**src/rtl/bf_tape_memory.sv**
```systemverilog
// Brainfuck data tape: pointer-addressed cell array with SET/ADD/move commands,
// optional pointer wrap-around and a full-tape clear sweep shared with reset init.
module bf_tape_memory #(
    parameter int unsigned CELL_WIDTH = 8,
    parameter int unsigned DEPTH      = 64,
    parameter int unsigned ADDR_WIDTH = 6,
    parameter bit          WRAP       = 1'b0
) (
    input  logic                  working_clock,
    input  logic                  reset_n,
    input  logic                  cmd_valid,
    input  logic [2:0]            cmd_op,
    input  logic [CELL_WIDTH-1:0] cmd_data,
    output logic                  cmd_ready,
    output logic [CELL_WIDTH-1:0] ptr_value,
    output logic [ADDR_WIDTH-1:0] ptr_address,
    output logic                  ptr_is_zero,
    output logic                  range_error
);

    typedef enum logic [1:0] {StInit, StIdle, StClear} state_e;

    typedef enum logic [2:0] {
        OpNop      = 3'd0,
        OpSet      = 3'd1,
        OpAdd      = 3'd2,
        OpMovr     = 3'd3,
        OpMovl     = 3'd4,
        OpRollback = 3'd5,
        OpClear    = 3'd6,
        OpRsvd     = 3'd7
    } op_e;

    // Wide enough that address + step never overflows before range checking.
    localparam int unsigned            TW       = ADDR_WIDTH + CELL_WIDTH + 1;
    localparam logic [TW-1:0]          DepthExt = TW'(DEPTH);
    localparam logic [ADDR_WIDTH-1:0]  LastAddr = ADDR_WIDTH'(DEPTH - 1);

    state_e                  state_q, state_d;
    logic                    ready_q, ready_d;
    logic                    err_q, err_d;
    logic [ADDR_WIDTH-1:0]   addr_q, addr_d;
    logic [ADDR_WIDTH-1:0]   sweep_q, sweep_d;

    logic [CELL_WIDTH-1:0]   mem_q [DEPTH];
    logic                    mem_we;
    logic [ADDR_WIDTH-1:0]   mem_waddr;
    logic [CELL_WIDTH-1:0]   mem_wdata;

    logic [TW-1:0]           addr_ext, step_ext, right_sum, left_diff;
    logic [TW-1:0]           step_mod, wrap_right, wrap_left;
    logic                    right_oob, left_oob;
    logic                    accept;

    assign addr_ext   = TW'(addr_q);
    assign step_ext   = TW'(cmd_data);
    assign right_sum  = addr_ext + step_ext;
    assign left_diff  = addr_ext - step_ext;
    assign step_mod   = step_ext % DepthExt;
    assign wrap_right = right_sum % DepthExt;
    assign wrap_left  = (addr_ext + DepthExt - step_mod) % DepthExt;
    assign right_oob  = right_sum >= DepthExt;
    assign left_oob   = step_ext > addr_ext;

    assign accept = cmd_valid && ready_q;

    always_comb begin
        state_d   = state_q;
        ready_d   = ready_q;
        err_d     = 1'b0;
        addr_d    = addr_q;
        sweep_d   = sweep_q;
        mem_we    = 1'b0;
        mem_waddr = addr_q;
        mem_wdata = cmd_data;

        case (state_q)
            StInit, StClear: begin
                mem_we    = 1'b1;
                mem_waddr = sweep_q;
                mem_wdata = '0;
                sweep_d   = sweep_q + 1'b1;
                if (sweep_q == LastAddr) begin
                    state_d = StIdle;
                    ready_d = 1'b1;
                    sweep_d = '0;
                end
            end
            StIdle: begin
                if (accept) begin
                    case (op_e'(cmd_op))
                        OpSet: mem_we = 1'b1;
                        OpAdd: begin
                            mem_we    = 1'b1;
                            mem_wdata = mem_q[addr_q] + cmd_data;
                        end
                        OpMovr: begin
                            if (WRAP) begin
                                addr_d = ADDR_WIDTH'(wrap_right);
                            end else if (right_oob) begin
                                addr_d = LastAddr;
                                err_d  = 1'b1;
                            end else begin
                                addr_d = ADDR_WIDTH'(right_sum);
                            end
                        end
                        OpMovl: begin
                            if (WRAP) begin
                                addr_d = ADDR_WIDTH'(wrap_left);
                            end else if (left_oob) begin
                                addr_d = '0;
                                err_d  = 1'b1;
                            end else begin
                                addr_d = ADDR_WIDTH'(left_diff);
                            end
                        end
                        OpRollback: addr_d = '0;
                        OpClear: begin
                            state_d = StClear;
                            ready_d = 1'b0;
                            addr_d  = '0;
                            sweep_d = '0;
                        end
                        OpRsvd: err_d = 1'b1;
                        default: ;
                    endcase
                end
            end
            default: begin
                state_d = StInit;
                ready_d = 1'b0;
                sweep_d = '0;
            end
        endcase
    end

    always_ff @(posedge working_clock or negedge reset_n) begin
        if (!reset_n) begin
            state_q <= StInit;
            ready_q <= 1'b0;
            err_q   <= 1'b0;
            addr_q  <= '0;
            sweep_q <= '0;
        end else begin
            state_q <= state_d;
            ready_q <= ready_d;
            err_q   <= err_d;
            addr_q  <= addr_d;
            sweep_q <= sweep_d;
        end
    end

    // Cell storage has no reset; the init sweep defines its contents.
    always_ff @(posedge working_clock) begin
        if (mem_we) begin
            mem_q[mem_waddr] <= mem_wdata;
        end
    end

    assign cmd_ready   = ready_q;
    assign ptr_address = addr_q;
    assign ptr_value   = mem_q[addr_q];
    assign ptr_is_zero = (ptr_value == '0);
    assign range_error = err_q;

endmodule

```
**config.mk**
```make
export PLATFORM = sky130hd
export DESIGN_NAME = bf_tape_memory
export DESIGN_NICKNAME = d
export VERILOG_FILES = /design/src/rtl/bf_tape_memory.sv
export SDC_FILE = /design/constraint.sdc
export NUM_CORES = 1
export LEC_CHECK = 0
export CAP_MARGIN = 20
export CORE_ASPECT_RATIO = 1.4
export CORE_MARGIN = 3
export CORE_UTILIZATION = 40
export CTS_CLUSTER_DIAMETER = 60
export DETAILED_ROUTE_END_ITERATION = 8
export PLACE_DENSITY_LB_ADDON = 0.12
export SLEW_MARGIN = 10
export SYNTH_ARGS = -nofsm -noshare
export SYNTH_HDL_FRONTEND = slang
export SYNTH_SLANG_ARGS = --single-unit
```
**constraint.sdc**
```tcl
create_clock -name working_clock -period 7.4 [get_ports working_clock]
set_input_delay 1.48 -clock working_clock [delete_from_list [all_inputs] [get_ports working_clock]]
set_output_delay 1.48 -clock working_clock [all_outputs]
set_load 0.01 [all_outputs]
```
### Word level (Yosys, flattened, before mapping)

Memory sizes are Yosys's and may differ from the RTL's.
Index checks and enable logic that the tools add are counted.

* div/mod/pow operators: 0
* $lt $le $gt $ge: 2
* add/sub/neg operators: 4
* reductions and logical operators: 10
* shift operators: 0
* multipliers: 0
* equality and inequality tests: 13
* multiplexer cells: 29
* bitwise operators: 0

Operator list (count)
* $mux W6: 6
* $pmux W6 S3: 1
* $mux W8: 2
* $pmux W8 S2: 1
* $eq A3 B3 Y1 const B: 4
* $pmux W6 S2: 1
* $mux W1: 11
* $add A6 B8 Y9: 1
* $ge A9 B7 Y1 const B: 1
* $add A8 B8 Y8: 1
* $gt A8 B6 Y1: 1
* $logic_not A8 Y1: 1
* $add A6 B1 Y6 const B: 1
* $eq A3 B2 Y1 const B: 2
* $eq A6 B6 Y1 const B: 1
* $mux W2: 3
* $reduce_and A3 Y1: 2
* $reduce_or A2 Y1: 3
* $sub A6 B6 Y6: 1
* $ne A2 B2 Y1 const B: 2
* $pmux W1 S2: 2
* $pmux W2 S2: 1
* $eq A3 B1 Y1 const B: 1
* $pmux W1 S3: 1
* other kinds (7): 7

* output and inout bits: 17
* ROM bits: 0
* flip-flop bits (word level): 16
* bits in latches: 0
* input bits: 14
* memories kept: 1
* word-level logic and storage cells: 64
* RAM bits: 512

Memory list
* mem_q: depth 64, width 8, rd ports 1, clocked after memory_dff 0, wr ports 1, line 45 `logic [CELL_WIDTH-1:0] mem_q [DEPTH];`

### Logic depth before layout (Yosys ltp)

* depth in word-level cells: 7
* mapped depth: 17
* gate-level depth less buffers: 13

### Least setup slack after synthesis

OpenSTA, ideal clock, no wires.

* path kind: reg2reg
* start: register addr_q[1], in the netlist ptr_address[1]
* end: memory mem_q[0][6] (data pin)
* path slack: 0.549 ns
* cell stages (with the launch flop): 17
* data arrival time: 6.149 ns
* library setup time: 0.701 ns
* path buffers: 3
* required time: 6.699 ns
* clock period less this slack: 6.851 ns
* cells stage by stage: dfrtp_1 > clkbuf_1 > buf_2 > buf_1 > mux4_2 > a22oi_1 > nand2_1 > o21ai_0 > a211oi_1 > ha_1 > fa_1 > a21o_1 > a21oi_1 > o21bai_1 > a21oi_1 > xor2_1 > o21ai_0

* cells in the longest elaborated chain, start to end: 5

Ends and longest elaborated chain
* start, declared: line 42 `logic [ADDR_WIDTH-1:0] addr_q, addr_d;`
* start signal, assigned: line 148 `addr_q <= addr_d;`
* $mem_v2 Z64 W8
* named net ptr_value[0]: line 15 `output logic [CELL_WIDTH-1:0] ptr_value,`
* $add A8 B8 Y8: line 95 `mem_wdata = mem_q[addr_q] + cmd_data;`
* $mux W8: line 91 `case (op_e'(cmd_op))`
* $mux W8: line 90 `if (accept) begin`
* $pmux W8 S2: line 77 `case (state_q)`
* named net mem_wdata[6]: line 48 `logic [CELL_WIDTH-1:0] mem_wdata;`
* end, declared: line 45

The timed path passes the listed nets, and every way through them passes these cells.

### Worst setup path after layout

* start: register addr_q[0], in the netlist ptr_address[0]
* end: output ptr_is_zero

* cells in the longest elaborated chain, start to end: 2

Ends and longest elaborated chain
* $mem_v2 Z64 W8
* $logic_not A8 Y1: line 163 `assign ptr_is_zero = (ptr_value == '0);`
* end, declared: line 17 `output logic ptr_is_zero,`

Every way passes these cells.

==> run metrics <==
final wirelength=~57000 um; ANT cells=0; final worst-path cycle share=between 80% and 90%; I/O Buffers=30; max cap viols=0; most numerous cell in the Yosys netlist=edfxtp_1; TritonCTS clock tree=built; Nets=1257; Yosys Warn Count=0; DIE HEIGHT=between 200 and 300 um; Leak Pwr=roughly 6.9 nW; total congestion overflow=0; fraction of final layout cells sized beyond drive strength 1=a little over 20%; Via Count=roughly 11000; worst vdd ir=approximately 0.00016 V; Core Region=53400 um^2; maximum clock insertion buffer count=3; Post-synth ARST share=roughly 2.8%; Root Driver=clkbuf_16; Clock Sinks=about 530; EDFF count, synth=512; combinational group share of total power=less than 1%; max frequency=156 MHz; # rows=100; initial DRC count=857; Vias per Instance=about 5.7; first-pass GRT wire length=83100 um; post-DP HPWL=about 37000 um; Crit path max-delay family=buffers and inverters; area grow syn2layout=13.1%; Synth top area share=a little over two thirds; Setup crit start kind=register; Crit path largest cell delay=between 0.9 and 1 ns; Sw Ratio=19.8%; later-pin clock latency in the skew report=between 0.5 and 0.6 ns; Avg Cell Area, Syn=approximately 19 um^2; CP max FO=between 50 and 60; Pint=~4.6 mW; Clock Power Share=approximately 43%; Fillers=roughly 4600; status=completed; Worst Path Arrival=slightly below 5 ns; Cell Area, Synth=~22000 um^2; CP Data Required Time=approximately 5.9 ns; Cells after Synth=between 1000 and 1500; leading cell types by count after synthesis=edfxtp_1, mux4_2, nor2_1, nand2_1; Slew HR=roughly 28%; sequential area share after synthesis=72.5%; P_sw=roughly 1.1 mW; Die ar.=about 57000 um^2; CTS Buf Count=50; final setup fails=0; #FFs+latches synth=about 530; Synth area leaders=edfxtp_1, mux4_2, dfrtp_1; number of global-route vias before repair=roughly 12000; global-route usage over all layers=between 20 and 25%; Slew @ Worst Pin=approximately 1.1 ns; Initial DRT Pass Iterations=5; H-tree depth=2; crit path kind=register to primary output; Residual DRC=0; Buf/Inv on CP=2; antenna violations before repair=0; WL/cell=28.9 um; Hold Fails Final Rpt=0; share of power burned in registers=around 56%; routability cong.=roughly 0.90; end-of-flow core utilization=46.0%; PD cells=233 nW/um^2; Detail Route Antenna Nets=0; post-cts sizing count=0; post-layout min period=roughly 6.4 ns; Hold/Removal Path Class=register to register; Post-CTS Setup Inserts=0; cts hold-fix bufs=0; Crit. End Element=primary output; critical-path cell list=buf_12 > mux4_2 > a22o_1 > a221oi_1 > o22ai_1 > a211o_1 > or4_4 > nor4b_4 > clkdlybuf4s50_1; largest net degree at the start of global routing=between 60 and 70; Ports=31; skew final=~0.035 ns; initial core utilization=40.7%; synthesized net count=1200; Die Width=203 um; clock slew at reported path FFs=0.06 ns; Setup Total Neg Slack=0 ns; slowest CP cell=dfrtp_4; commonest register cell after synthesis=edfxtp_1; synth unique cells=66; fin. max-slew vios=0; RSZ-0062 raised after global routing=false; post-synth top area cell=edfxtp_1
-- worst paths after layout --
| check | start | to | slack, ns | depth (start not counted) |
|---|---|---|---|---|
| setup / recovery | ptr_address[0] | ptr_is_zero | 1.0 | 9 |
| setup reg to reg | ptr_address[0] | mem_q[4][6] | 1.63 | 14 |
| hold reg to reg | state_q[1] | state_q[1] | 0.60 | 1 |
| max in group asynchronous | reset_n | ptr_address[1] | 5.36 | 1 |
| min in group asynchronous | reset_n | ptr_address[0] | 1.41 | 1 |
| hold / removal | state_q[1] | state_q[1] | 0.60 | 1 |
-- logic make-up after synthesis --
| family | synth area share (%) |
|---|---|
| fa+ha+maj | 1.72 |
| simple gates | 4.89 |
| flops | 72.5 |
| buf+inv | 1.68 |
| xor+xnor | 0.363 |
| compound gates | 4.67 |
| mux | 14.2 |
-- metrics by stage --
step | total power [mW] | cells | area (um^2) | worst slack [ns] | hold slack [ns]
global placement | 3.34 | 1874 | 23000 | 1.56 | 0.585
detailed placement | 3.34 | 1876 | 23000 | 1.58 | 0.589
floorplan | 3.31 | 1158 | 21700 | 0.549 | 0.493
finish | 5.74 | 1968 | 24600 | 0.998 | 0.601
CTS | 5.81 | 1967 | 24600 | 0.954 | 0.602
global route | 5.91 | 1968 | 24600 | 0.757 | 0.623
-- sequential cells by signal (all words and copies together), names as in the netlist --
signal       count
sweep_q          6
state_q          2
mem_q          512
ptr_address      6
range_error      1
-- area by class of cell --
cell class	count	area (um^2)	area share, %
Clock buffer	61	1330	5.42
Clock inverter	30	235	0.957
Inverter	21	78.8	0.321
Multi-Input combinational cell	555	5710	23.2
Sequential cell	527	15800	64.1
Tap cell	714	893	3.63
Timing Repair Buffer	60	583	2.37
-- power by group through the flow --
| stage | Sequential (mW) | Combinational, mW | Clock, mW |
|---|---|---|---|
| after floorplan | 3.29 | 0.0292 | 0 |
| after global placement | 3.29 | 0.0541 | 0 |
| after detailed placement | 3.29 | 0.0539 | 0 |
| after CTS | 3.22 | 0.0543 | 2.53 |
| after global routing | 3.22 | 0.0601 | 2.63 |
| final | 3.22 | 0.0541 | 2.47 |
-- per-layer routing --
metal	track usage, %	vias to the layer above	part of all wire (%)	wire [um]
li1	-	4853	-	-
met1	25.9	5909	41	23100
met2	34.7	308	51	28900
met3	2.33	108	4.0	2270
met4	8.56	0	4.6	2590
met5	0	-	0	0
-- cell usage in the layout, fill, tap and decap left out, types with 6 or more instances in the layout --
cell and n:
clkbuf_16 51, a21oi_1 17, o22ai_1 10, nand2_1 57, o211ai_1 6, clkinv_2 13
inv_1 18, nand3_1 19, nor2b_1 11, buf_4 24, clkinv_1 12, o21ai_4 6
nor2_1 90, mux2i_1 14, ha_1 25, dfrtp_1 13, a31oi_1 10, nor3_1 9
nor3b_1 7, clkdlybuf4s50_1 30, nand2b_1 6, a22oi_1 24, a22o_1 13, mux4_2 128
clkbuf_1 8, a221oi_1 6, o21ai_0 19, edfxtp_1 512, mux2_2 6
Note: power is estimated with default switching activity, not from simulation.
